<file path="config.mk">
export PLATFORM = sky130hd
export DESIGN_NAME = axil_arbiter_2to1
export DESIGN_NICKNAME = d
export VERILOG_FILES = /design/src/rtl/axil_arbiter_2to1.sv
export SDC_FILE = /design/constraint.sdc
export NUM_CORES = 1
export LEC_CHECK = 0
export ABC_AREA = 1
export CAP_MARGIN = 20
export CORE_AREA = 2 2 181 183
export CTS_BUF_LIST = sky130_fd_sc_hd__clkbuf_8
export CTS_CLUSTER_SIZE = 8
export DETAILED_ROUTE_END_ITERATION = 10
export DIE_AREA = 0 0 183 185
export RECOVER_POWER = 50
export SLEW_MARGIN = 10
export SYNTH_ARGS = -nofsm -noshare
export SYNTH_HDL_FRONTEND = slang
export SYNTH_SLANG_ARGS = --single-unit
export TNS_END_PERCENT = 100
</file>
<file path="constraint.sdc">
create_clock -name ACLK -period 1.9 [get_ports ACLK]
set_input_delay 0.19 -clock ACLK [delete_from_list [all_inputs] [get_ports ACLK]]
set_output_delay 0.19 -clock ACLK [all_outputs]
set_load 0.01 [all_outputs]
</file>
<file path="src/rtl/axil_arbiter_2to1.sv">
// axil_arbiter_2to1: two AXI4-Lite masters (M0 fetch, M1 data/host) share one
// slave port. Reads and writes have independent transaction-locked round-robin
// arbiters. READY/VALID and payload pass combinationally between owner and slave.
module axil_arbiter_2to1 #(
  parameter int AXI_AWIDTH = 32,
  parameter int AXI_DWIDTH = 32
) (
  input  logic                      ACLK,
  input  logic                      ARESETN,
  // master 0
  input  logic [AXI_AWIDTH-1:0]     M0_AWADDR,
  input  logic [2:0]                M0_AWPROT,
  input  logic                      M0_AWVALID,
  output logic                      M0_AWREADY,
  input  logic [AXI_DWIDTH-1:0]     M0_WDATA,
  input  logic [AXI_DWIDTH/8-1:0]   M0_WSTRB,
  input  logic                      M0_WVALID,
  output logic                      M0_WREADY,
  output logic [1:0]                M0_BRESP,
  output logic                      M0_BVALID,
  input  logic                      M0_BREADY,
  input  logic [AXI_AWIDTH-1:0]     M0_ARADDR,
  input  logic [2:0]                M0_ARPROT,
  input  logic                      M0_ARVALID,
  output logic                      M0_ARREADY,
  output logic [AXI_DWIDTH-1:0]     M0_RDATA,
  output logic [1:0]                M0_RRESP,
  output logic                      M0_RVALID,
  input  logic                      M0_RREADY,
  // master 1
  input  logic [AXI_AWIDTH-1:0]     M1_AWADDR,
  input  logic [2:0]                M1_AWPROT,
  input  logic                      M1_AWVALID,
  output logic                      M1_AWREADY,
  input  logic [AXI_DWIDTH-1:0]     M1_WDATA,
  input  logic [AXI_DWIDTH/8-1:0]   M1_WSTRB,
  input  logic                      M1_WVALID,
  output logic                      M1_WREADY,
  output logic [1:0]                M1_BRESP,
  output logic                      M1_BVALID,
  input  logic                      M1_BREADY,
  input  logic [AXI_AWIDTH-1:0]     M1_ARADDR,
  input  logic [2:0]                M1_ARPROT,
  input  logic                      M1_ARVALID,
  output logic                      M1_ARREADY,
  output logic [AXI_DWIDTH-1:0]     M1_RDATA,
  output logic [1:0]                M1_RRESP,
  output logic                      M1_RVALID,
  input  logic                      M1_RREADY,
  // slave side
  output logic [AXI_AWIDTH-1:0]     S_AWADDR,
  output logic [2:0]                S_AWPROT,
  output logic                      S_AWVALID,
  input  logic                      S_AWREADY,
  output logic [AXI_DWIDTH-1:0]     S_WDATA,
  output logic [AXI_DWIDTH/8-1:0]   S_WSTRB,
  output logic                      S_WVALID,
  input  logic                      S_WREADY,
  input  logic [1:0]                S_BRESP,
  input  logic                      S_BVALID,
  output logic                      S_BREADY,
  output logic [AXI_AWIDTH-1:0]     S_ARADDR,
  output logic [2:0]                S_ARPROT,
  output logic                      S_ARVALID,
  input  logic                      S_ARREADY,
  input  logic [AXI_DWIDTH-1:0]     S_RDATA,
  input  logic [1:0]                S_RRESP,
  input  logic                      S_RVALID,
  output logic                      S_RREADY,
  // grants
  output logic [1:0]                RD_GNT,
  output logic [1:0]                WR_GNT
);

  typedef enum logic [1:0] {R_IDLE = 2'd0, R_ADDR = 2'd1, R_DATA = 2'd2} rd_state_t;
  typedef enum logic [1:0] {W_IDLE = 2'd0, W_XFER = 2'd1, W_RESP = 2'd2} wr_state_t;

  rd_state_t rd_state_r;
  wr_state_t wr_state_r;
  logic      rd_owner_r, rd_last_r, wr_owner_r, wr_last_r;
  logic      aw_done_r, w_done_r;
  logic [1:0] rd_gnt_r, wr_gnt_r;
  logic [1:0] rd_req_s, wr_req_s;
  logic      ar_hs_s, r_hs_s, aw_hs_s, w_hs_s, b_hs_s;

  // Round-robin pick: a lone requester wins; on a tie the master not served last wins.
  function automatic logic pick_owner(input logic [1:0] req, input logic last);
    return (req == 2'b11) ? ~last : req[1];
  endfunction

  function automatic logic [1:0] onehot(input logic owner);
    return owner ? 2'b10 : 2'b01;
  endfunction

  assign rd_req_s = {M1_ARVALID, M0_ARVALID};
  assign wr_req_s = {M1_AWVALID | M1_WVALID, M0_AWVALID | M0_WVALID};
  assign ar_hs_s  = S_ARVALID & S_ARREADY;
  assign r_hs_s   = (rd_state_r == R_DATA) & S_RVALID & S_RREADY;
  assign aw_hs_s  = S_AWVALID & S_AWREADY;
  assign w_hs_s   = S_WVALID & S_WREADY;
  assign b_hs_s   = (wr_state_r == W_RESP) & S_BVALID & S_BREADY;
  assign RD_GNT   = rd_gnt_r;
  assign WR_GNT   = wr_gnt_r;

  // Read arbiter FSM: latch owner on grant, hold it until the R handshake.
  always_ff @(posedge ACLK) begin
    if (!ARESETN) begin
      rd_state_r <= R_IDLE;
      rd_owner_r <= 1'b0;
      rd_last_r  <= 1'b1;
      rd_gnt_r   <= 2'b00;
    end else begin
      case (rd_state_r)
        R_IDLE: if (rd_req_s != 2'b00) begin
          rd_owner_r <= pick_owner(rd_req_s, rd_last_r);
          rd_gnt_r   <= onehot(pick_owner(rd_req_s, rd_last_r));
          rd_state_r <= R_ADDR;
        end
        R_ADDR: if (ar_hs_s) rd_state_r <= R_DATA;
        R_DATA: if (r_hs_s) begin
          rd_last_r  <= rd_owner_r;
          rd_gnt_r   <= 2'b00;
          rd_state_r <= R_IDLE;
        end
        default: begin
          rd_gnt_r   <= 2'b00;
          rd_state_r <= R_IDLE;
        end
      endcase
    end
  end

  // Write arbiter FSM: AW and W complete independently, then wait for B.
  always_ff @(posedge ACLK) begin
    if (!ARESETN) begin
      wr_state_r <= W_IDLE;
      wr_owner_r <= 1'b0;
      wr_last_r  <= 1'b1;
      wr_gnt_r   <= 2'b00;
      aw_done_r  <= 1'b0;
      w_done_r   <= 1'b0;
    end else begin
      case (wr_state_r)
        W_IDLE: if (wr_req_s != 2'b00) begin
          wr_owner_r <= pick_owner(wr_req_s, wr_last_r);
          wr_gnt_r   <= onehot(pick_owner(wr_req_s, wr_last_r));
          aw_done_r  <= 1'b0;
          w_done_r   <= 1'b0;
          wr_state_r <= W_XFER;
        end
        W_XFER: begin
          aw_done_r <= aw_done_r | aw_hs_s;
          w_done_r  <= w_done_r | w_hs_s;
          if ((aw_done_r | aw_hs_s) & (w_done_r | w_hs_s)) wr_state_r <= W_RESP;
        end
        W_RESP: if (b_hs_s) begin
          wr_last_r  <= wr_owner_r;
          wr_gnt_r   <= 2'b00;
          wr_state_r <= W_IDLE;
        end
        default: begin
          wr_gnt_r   <= 2'b00;
          wr_state_r <= W_IDLE;
        end
      endcase
    end
  end

  // Read path routing: only the owner sees the slave; everything else is zero.
  always_comb begin
    S_ARADDR = {AXI_AWIDTH{1'b0}}; S_ARPROT = 3'b000; S_ARVALID = 1'b0; S_RREADY = 1'b0;
    M0_ARREADY = 1'b0; M0_RDATA = {AXI_DWIDTH{1'b0}}; M0_RRESP = 2'b00; M0_RVALID = 1'b0;
    M1_ARREADY = 1'b0; M1_RDATA = {AXI_DWIDTH{1'b0}}; M1_RRESP = 2'b00; M1_RVALID = 1'b0;
    if (rd_state_r == R_ADDR) begin
      if (rd_owner_r) begin
        S_ARADDR = M1_ARADDR; S_ARPROT = M1_ARPROT; S_ARVALID = M1_ARVALID; M1_ARREADY = S_ARREADY;
      end else begin
        S_ARADDR = M0_ARADDR; S_ARPROT = M0_ARPROT; S_ARVALID = M0_ARVALID; M0_ARREADY = S_ARREADY;
      end
    end else if (rd_state_r == R_DATA) begin
      if (rd_owner_r) begin
        M1_RDATA = S_RDATA; M1_RRESP = S_RRESP; M1_RVALID = S_RVALID; S_RREADY = M1_RREADY;
      end else begin
        M0_RDATA = S_RDATA; M0_RRESP = S_RRESP; M0_RVALID = S_RVALID; S_RREADY = M0_RREADY;
      end
    end else begin
      S_ARVALID = 1'b0;
    end
  end

  // Write path routing: a finished AW or W channel is masked so it cannot repeat.
  always_comb begin
    S_AWADDR = {AXI_AWIDTH{1'b0}}; S_AWPROT = 3'b000; S_AWVALID = 1'b0;
    S_WDATA = {AXI_DWIDTH{1'b0}}; S_WSTRB = {(AXI_DWIDTH/8){1'b0}}; S_WVALID = 1'b0; S_BREADY = 1'b0;
    M0_AWREADY = 1'b0; M0_WREADY = 1'b0; M0_BRESP = 2'b00; M0_BVALID = 1'b0;
    M1_AWREADY = 1'b0; M1_WREADY = 1'b0; M1_BRESP = 2'b00; M1_BVALID = 1'b0;
    if (wr_state_r == W_XFER) begin
      if (wr_owner_r) begin
        S_AWADDR = M1_AWADDR; S_AWPROT = M1_AWPROT; S_AWVALID = M1_AWVALID & ~aw_done_r;
        S_WDATA = M1_WDATA; S_WSTRB = M1_WSTRB; S_WVALID = M1_WVALID & ~w_done_r;
        M1_AWREADY = S_AWREADY & ~aw_done_r; M1_WREADY = S_WREADY & ~w_done_r;
      end else begin
        S_AWADDR = M0_AWADDR; S_AWPROT = M0_AWPROT; S_AWVALID = M0_AWVALID & ~aw_done_r;
        S_WDATA = M0_WDATA; S_WSTRB = M0_WSTRB; S_WVALID = M0_WVALID & ~w_done_r;
        M0_AWREADY = S_AWREADY & ~aw_done_r; M0_WREADY = S_WREADY & ~w_done_r;
      end
    end else if (wr_state_r == W_RESP) begin
      if (wr_owner_r) begin
        M1_BRESP = S_BRESP; M1_BVALID = S_BVALID; S_BREADY = M1_BREADY;
      end else begin
        M0_BRESP = S_BRESP; M0_BVALID = S_BVALID; S_BREADY = M0_BREADY;
      end
    end else begin
      S_AWVALID = 1'b0;
    end
  end

endmodule

</file>
* Word level (Yosys, flattened, before mapping)
Cells that the tools add are included.
Operators by class: equality and inequality tests 12, bitwise operators 24, reduce and logical (&&, ||, !) cells 14, mux-type cells 85
Operator list (number):
- 2-to-1 mux 32 bit | 12
- 2-to-1 mux 2 bit | 22
- 2-to-1 mux 1 bit | 39
- case mux 2 bit (3 select lines) | 4
- bitwise AND 1 bit | 14
- 2-to-1 mux 3 bit | 4
- inequality test 2 bit (second input constant) | 6
- AND reduction 3 bit | 4
- AND reduction 2 bit | 5
- equality test 2 bit (second input constant) | 4
- 2-to-1 mux 4 bit | 2
- inverter 1 bit | 6
- nonzero test 2 bit | 3
- equality test 2 x 1 -> 1 bit (second input constant) | 2
- zero test 2 bit | 2
- OR 1 bit | 4
- case mux 1 bit (2 select lines) | 2
Storage, ports and cells: register bits after elaboration 14

* Depth between registers and ports, before layout
Gate-level depths: netlist of run 1.
depth after elaboration 9, gate-level depth with buffers 10, depth with buffers taken out 9

* Worst setup path after synthesis of run 1
Ideal clock, no wire load.
kind reg-to-output, start register wr_owner_r, end output S_AWADDR[0], arrival 1098 ps, setup slack 612 ps, cell stages (with the launch flop) 7, cells stage by stage dfxtp_1 buf_4 inv_2 buf_4 buf_2 nand2_1 a21oi_1
Between the ends: longest elaborated chain between the ends 2
RTL lines:
- from (decl) | RTL line 80 | logic rd_owner_r, rd_last_r, wr_owner_r, wr_last_r;
- from (signal assigned) | RTL line 145 | wr_owner_r <= pick_owner(wr_req_s, wr_last_r);
- 2-to-1 mux 32 bit | RTL line 198 | if (wr_owner_r) begin
- 2-to-1 mux 32 bit | RTL line 197 | if (wr_state_r == W_XFER) begin
- to (decl) | RTL line 51 | output logic [AXI_AWIDTH-1:0] S_AWADDR,
Every way passes these cells.

* Final worst setup path of run 1
start register rd_state_r[1], end output M1_RDATA[21]
Between the ends: longest elaborated chain between the ends 3, elaborated cells between the ends (all ways) 4, classes of those cells eq/ne (2); mux (2)
RTL lines:
- from (decl) | RTL line 78 | rd_state_t rd_state_r;
- from (signal assigned) | RTL line 108 | rd_state_r <= R_IDLE;
- from (signal assigned) | RTL line 117 | rd_state_r <= R_ADDR;
- from (signal assigned) | RTL line 119 | R_ADDR: if (ar_hs_s) rd_state_r <= R_DATA;
- equality test 2 bit | RTL line 180 | end else if (rd_state_r == R_DATA) begin
- 2-to-1 mux 32 bit | RTL line 180
- 2-to-1 mux 32 bit * | RTL line 174 | if (rd_state_r == R_ADDR) begin
- to (decl) | RTL line 46 | output logic [AXI_DWIDTH-1:0] M1_RDATA,
Every way passes the cells marked *; elsewhere a longest branch is shown, timed or not.

==> flow_summary_export.csv, run 1 <==
group,metric,value,unit
setup_path,cp_max_fo,6,
drt,vias,5497,
logic_synthesis,synthSimpleGateAreaFrac,51.26,%
floorplan,die_width,183,um
place,count_of_placed_standard_cells_including_taps,1460,
sta,setup_repair_after_global_routing_missed_its_margin,"yes",
logic_synthesis,syn-instance-count,606,
drt,drtIter0Drc,306,
floorplan,core_region_area,32040,um^2
logic_synthesis,dominant_combinational_cell_family_by_area_after_synthesis,"simple AND/OR/NAND/NOR gates",
sta,fmax,0.5575,GHz
grt,grt_pass1_wl,32580,um
floorplan,design.die.area,33860,um^2
finish,antenna_cells_inserted,0,
hold_path,min_from,"WR_GNT[1]",
drt,met2_routed_length,11140,um
place,hpwlAfterDp,19470,um
finish,final-instance-count-excl-fill,1468,
grt,grtUsageTotal,12.64,%
setup_path,regToRegSetupSlack,0.27,ns
place,finalWeightedCongestion,0.8962,
sta,report.final.hold_viol_count,0,
setup_path,crit_path_end_kind,"primary output",
drt,avgRoutedWirePerCell,15.87,um
drt,post_drt_via_cell_ratio,3.745,
clock_tree,cts-root-to-sink-buffers,2,
finish,mostFrequentLayoutCell,"clkdlybuf4s50_1",
clock_tree,cts_tree,"yes",
clock_tree,cts_htree_levels,1,
logic_synthesis,post_synth_mux_area_share,0,%
setup_path,worst_ep_arrival_time,1.60,ns
grt,grt_overflow,0,
pwr,power_leakage,4.375,nW
floorplan,floorplan.die.height,185,um
pwr,power,4.116,mW
logic_synthesis,postSynth.topFlopCell,"dfxtp_1",
hold_path,holdPathStages,2,
logic_synthesis,synth_cell_area,2773,um^2
floorplan,floorplan.initialDensity,8.654,%
finish,flow.area_growth_from_synthesis,190.7,%
drt,topRoutingLayerUsed,"met4",
logic_synthesis,synth_edf_count,0,
hold_path,hold_path.class,"flip-flop to flip-flop",
pwr,powerDensity,510.6,nW/um^2
sta,worst_hold_slack,0.4741,ns
logic_synthesis,yosysSeqAreaShare,10.11,%
drt,drcViolationCount,0,
clock_tree,path_clk_slew,0.07,ns
floorplan,num_rows,66,
logic_synthesis,synth-seq-cells,14,
logic_synthesis,synth.net_count,871,
logic_synthesis,synth_compound_gate_area_share,22.38,%
sta,max_slew.worst_pin.slew,0.3654,ns
setup_path,cell_with_the_largest_stage_delay_on_the_worst_path,"clkdlybuf4s50_1",
setup_path,timing.critical_path.required,1.71,ns
grt,grt_antenna_before_repair,0,
clock_tree,numCtsBuffers,3,
sta,maxSlewHeadroom,75.71,%
setup_path,origin_of_the_critical_flop_to_flop_path,"wr_owner_r",
sta,finalSetupViolations,0,
logic_synthesis,synth_async_sr_flop_share,0,%
sta,final_max_slew_viol_count,0,
place,worst_setup_slack_post_dpl,-0.005663,ns
sta,period_needed,1.794,ns
sta,fin_setup_tns,0,ns
logic_synthesis,synth_cell_type_count,19,
setup_path,worst_r2r_path_depth,9,
setup_path,worstPathCellList,"inv_1 -> nor2_4 -> nand2_4 -> nor2_1 -> clkdlybuf4s50_1",
sta,final.period_utilization,94.40,%
floorplan,io_pins,462,
finish,final_layout_size_suffix_gt1_share,6.226,%
setup_path,timing.setup.critical_path_class,"flip-flop to primary output",
setup_path,r2r_end,"WR_GNT[0]",
drt,dr_wl_met3,1374,um
setup_path,timing.critical_path.from_type,"flip-flop",
logic_synthesis,warnings_from_yosys,0,
clock_tree,clock_sink_count,14,
run,cap_viol_max_count,0,
place,port_buffers,461,
clock_tree,clkLatencyLatePin,0.26,ns
grt,vias_in_the_first_global_route,5234,
sta,setup_ws,0.1064,ns
hold_path,timing.hold.worst_endpoint,"WR_GNT[1]",
finish,most-common-layout-cells,"clkdlybuf4s50_1 (271), nand2_1 (258), dlygate4sd2_1 (170)",
drt,wirelength_met1,10450,um
outcome,outcome,"complete, no violations",
clock_tree,clk_root_buffer_cell,"clkbuf_8",
logic_synthesis,adder_cell_area_share_of_the_yosys_netlist,0,%
setup_path,critical_path.max_stage_delay,0.56,ns
drt,drt-total-wl,23300,um
pwr,peakVddDrop,0.0003471,V
logic_synthesis,synthesis.area_per_instance,4.575,um^2
drt,antenna_violating_nets_post_route,0,
finish,layout.nets,1326,
drt,iteration_count_of_the_initial_detailed_routing_pass,5,
logic_synthesis,synth_xor_xnor_area_share,0,%
sta,finClkSkew,0.001072,ns
grt,grt_start_max_net_pins,53,
critical path, delay by kind of cell, from the launching register on:
kind	cells	cell delay [ns]
buffers and inverters	2	0.65
flip-flops	1	0.35
AND/OR/NAND/NOR	3	0.35
power breakdown:
part | total, mW | internal [mW] | switching (mW)
combinational | 3.41 | 1.62 | 1.79
sequential | 0.397 | 0.341 | 0.0564
clock | 0.308 | 0.184 | 0.124
how the worst max path moves through the flow:
stage                        startpoint            to  slack (ns)  depth (start not counted)
after floorplan              wr_owner_r   S_AWADDR[0]        0.61                          6
after global placement    rd_state_r[0]  S_ARADDR[10]       -0.02                          6
final                     rd_state_r[1]  M1_RDATA[21]        0.11                          5
after detailed placement   M1_ARADDR[3]   S_ARADDR[3]      -0.006                          4
after CTS                 rd_state_r[1]     M0_RVALID       -0.14                          6
after global routing      rd_state_r[1]  M1_RDATA[21]       -0.02                          5
metrics by stage:
step,instance area (um^2),utilization (%)
2_1_floorplan,2773,-
3_3_place_gp,7990,24.94
3_5_place_dp,7990,24.94
4_1_cts,7984,24.92
5_1_grt,8061,25.16
6_report,8061,25.16
flip-flops by register name, summed over array words and instances, names as in the netlist:
name	cells
rd_owner_r	1
rd_state_r	2
WR_GNT	2
wr_owner_r	1
wr_state_r	2
rd_last_r	1
w_done_r	1
RD_GNT	2
wr_last_r	1
aw_done_r	1
per-layer routing:
| metal | track usage, % | vias to the layer above |
|---|---|---|
| li1 | - | 2776 |
| met1 | 17.38 | 2513 |
| met2 | 20.44 | 190 |
| met3 | 2.281 | 18 |
| met4 | 2.944 | 0 |
| met5 | 0 | - |
what timing repair did:
item / 4_1_cts / 5_1_grt
pin swaps: 0 / 0
hold buffers: 0 / 0
resized for setup: 195 / 22
buffers inserted: 1 / 0
gates cloned: 2 / 1
endpoints found under the setup margin: 187 / 33
synthesized netlist by cell type (3+ instances only):
master    number  area (um^2)
nor2_1        92        345.3
buf_4          5        37.54
inv_2          4        15.01
inv_1         51        191.4
buf_2         30        150.1
buf_6          3        33.78
nor3_1         8        40.04
dfxtp_1       14        280.3
nand3_1        8        40.04
nand2_1      260        975.9
a21oi_1      117        585.6
clkbuf_1       6        22.52
area by class of cell:
type	instances	area, um^2
fillers	3633	23980
inverters	55	211.5
clock buffers	4	55.05
multi-input cells	493	2121
flip-flops and latches	14	286.5
repair buffers	494	4877
well taps	408	510.5
cells by family after synthesis:
kind of cell / after synthesis
buf+inv: 99
flops: 14
simple gates: 371
compound gates: 122
Power figures use the tool's default switching activity.
==> run 2, diff against run 1 <==
--- a/config.mk
+++ b/config.mk
@@ -12,6 +12,7 @@
 export CTS_CLUSTER_SIZE = 8
 export DETAILED_ROUTE_END_ITERATION = 10
 export DIE_AREA = 0 0 183 185
+export MAX_ROUTING_LAYER = met4
 export RECOVER_POWER = 50
 export SLEW_MARGIN = 10
 export SYNTH_ARGS = -nofsm -noshare
==> flow_summary_export.csv, run 2 (synthesis gave the netlist of run 1 again) <==
group,metric,value,unit
outcome,outcome,"complete, no violations",
sta,setup_repair_after_global_routing_missed_its_margin,"yes",
setup_path,timing.setup.critical_path_class,"flip-flop to primary output",
sta,period_needed,1.799,ns
sta,fmax,0.5560,GHz
drt,antenna_violating_nets_post_route,0,
hold_path,hold_path.class,"flip-flop to flip-flop",
clock_tree,cts_tree,"yes",
drt,avgRoutedWirePerCell,15.89,um
finish,layout.nets,1326,
setup_path,timing.critical_path.from_type,"flip-flop",
floorplan,design.die.area,33860,um^2
floorplan,core_region_area,32040,um^2
grt,grt_antenna_before_repair,0,
pwr,power_leakage,4.375,nW
floorplan,die_width,183,um
setup_path,cp_max_fo,18,
sta,report.final.hold_viol_count,0,
clock_tree,post_cts_hold_buffer_count,0,
pwr,powerDensity,510.6,nW/um^2
drt,wirelength_met1,10480,um
finish,final_layout_size_suffix_gt1_share,6.226,%
drt,post_drt_via_cell_ratio,3.743,
sta,finClkSkew,0.001035,ns
drt,iteration_count_of_the_initial_detailed_routing_pass,5,
clock_tree,clkLatencyLatePin,0.26,ns
clock_tree,clock_sink_count,14,
sta,maxSlewHeadroom,76.30,%
drt,topRoutingLayerUsed,"met4",
grt,grt_start_max_net_pins,53,
floorplan,floorplan.die.height,185,um
clock_tree,numCtsBuffers,3,
sta,final_max_slew_viol_count,0,
place,port_buffers,461,
drt,drcViolationCount,0,
finish,flow.area_growth_from_synthesis,190.7,%
setup_path,timing.critical_path.required,1.71,ns
place,finalWeightedCongestion,0.9114,
grt,grt_overflow,0,
grt,grt_pass1_wl,32600,um
finish,postLayoutCoreUtil,25.16,%
grt,grtUsageTotal,13.00,%
setup_path,worst_ep_arrival_time,1.61,ns
drt,dr_wl_met3,1356,um
pwr,peakVddDrop,0.0003445,V
place,postPlaceCellArea,7990,um^2
finish,design_area,8061,um^2
drt,drtIter0Drc,341,
drt,met2_routed_length,11130,um
sta,max_slew.worst_pin.slew,0.3567,ns
sta,final.period_utilization,94.67,%
drt,drt-total-wl,23320,um
sta,finalSetupViolations,0,
finish,mostFrequentLayoutCell,"clkdlybuf4s50_1",
place,hpwlAfterDp,19470,um
finish,most-common-layout-cells,"clkdlybuf4s50_1 (271), nand2_1 (258), dlygate4sd2_1 (170)",
floorplan,num_rows,66,
setup_path,crit_path_end_kind,"primary output",
finish,antenna_cells_inserted,0,
run,cap_viol_max_count,0,
clock_tree,clk_root_buffer_cell,"clkbuf_8",
drt,vias,5494,
clock_tree,cts_htree_levels,1,
floorplan,io_pins,462,
grt,vias_in_the_first_global_route,5228,
floorplan,floorplan.initialDensity,8.654,%
clock_tree,path_clk_slew,0.07,ns
clock_tree,cts-root-to-sink-buffers,2,
-- run 2: cell counts in the layout (fill, tap and decap cells not counted) --
No cell type changed its count.
-- run 2: final timing paths --
kind	endpoint	startpoint	depth (start not counted)	slack (ns)
worst max-delay path	S_WDATA[21]	wr_owner_r	4	0.10
worst min-delay path	WR_GNT[1]	WR_GNT[1]	2	0.47
worst max register to register	WR_GNT[0]	wr_owner_r	9	0.28
worst min register to register	WR_GNT[1]	WR_GNT[1]	2	0.47
-- run 2: final cells by class --
class | instances | area (um^2)
tap | 408 | 510.5
fill | 3633 | 23980
multi-input combinational | 493 | 2121
clock buffer | 4 | 55.05
inverter | 55 | 211.5
sequential | 14 | 286.5
timing repair buffer | 494 | 4877
-- run 2: timing repair --
item	CTS	global route
setup buffers	1	0
resized for setup	195	22
cloned	2	1
endpoints found under the setup margin	187	35
-- run 2: stage by stage --
stage / power (mW) / worst slack, ns / TNS (ns) / hold slack [ns] / cells
finish: 4.116 / 0.1013 / 0 / 0.4740 / 1468
detailed placement: 3.949 / -0.005663 / -0.005663 / 0.4624 / 1460
global placement: 3.966 / -0.01740 / -0.03710 / 0.4593 / 1460
floorplan: 1.736 / 0.6125 / 0 / 0.3553 / 606
CTS: 4.044 / -0.1360 / -0.7391 / 0.4738 / 1467
global route: 4.428 / -0.01517 / -0.02416 / 0.4952 / 1468
-- run 2: worst max-delay path, stage by stage, from the launching register on --
cell	delay [ns]
dfxtp_4	0.43
bufbuf_16	0.33
nand2_1	0.08
a21oi_2	0.20
dlygate4sd2_1	0.31
-- run 2: layer usage --
layer,global-route usage (%),vias to the layer above
met5,-,-
met4,2.976,0
met3,2.222,20
met2,20.38,192
met1,17.44,2508
li1,-,2774
-- run 2: power by group --
part / switching, mW / internal (mW)
Sequential: 0.0565 / 0.341
Clock: 0.125 / 0.184
Combinational: 1.79 / 1.62
==> run 3, diff against run 2 <==
--- a/config.mk
+++ b/config.mk
@@ -8,7 +8,7 @@
 export ABC_AREA = 1
 export CAP_MARGIN = 20
 export CORE_AREA = 2 2 181 183
-export CTS_BUF_LIST = sky130_fd_sc_hd__clkbuf_8
+export CTS_BUF_LIST = sky130_fd_sc_hd__clkbuf_4 sky130_fd_sc_hd__clkbuf_8
 export CTS_CLUSTER_SIZE = 8
 export DETAILED_ROUTE_END_ITERATION = 10
 export DIE_AREA = 0 0 183 185
==> results of run 3 <==
Same layout as run 2: the final DEF is identical, and so are final timing and power.
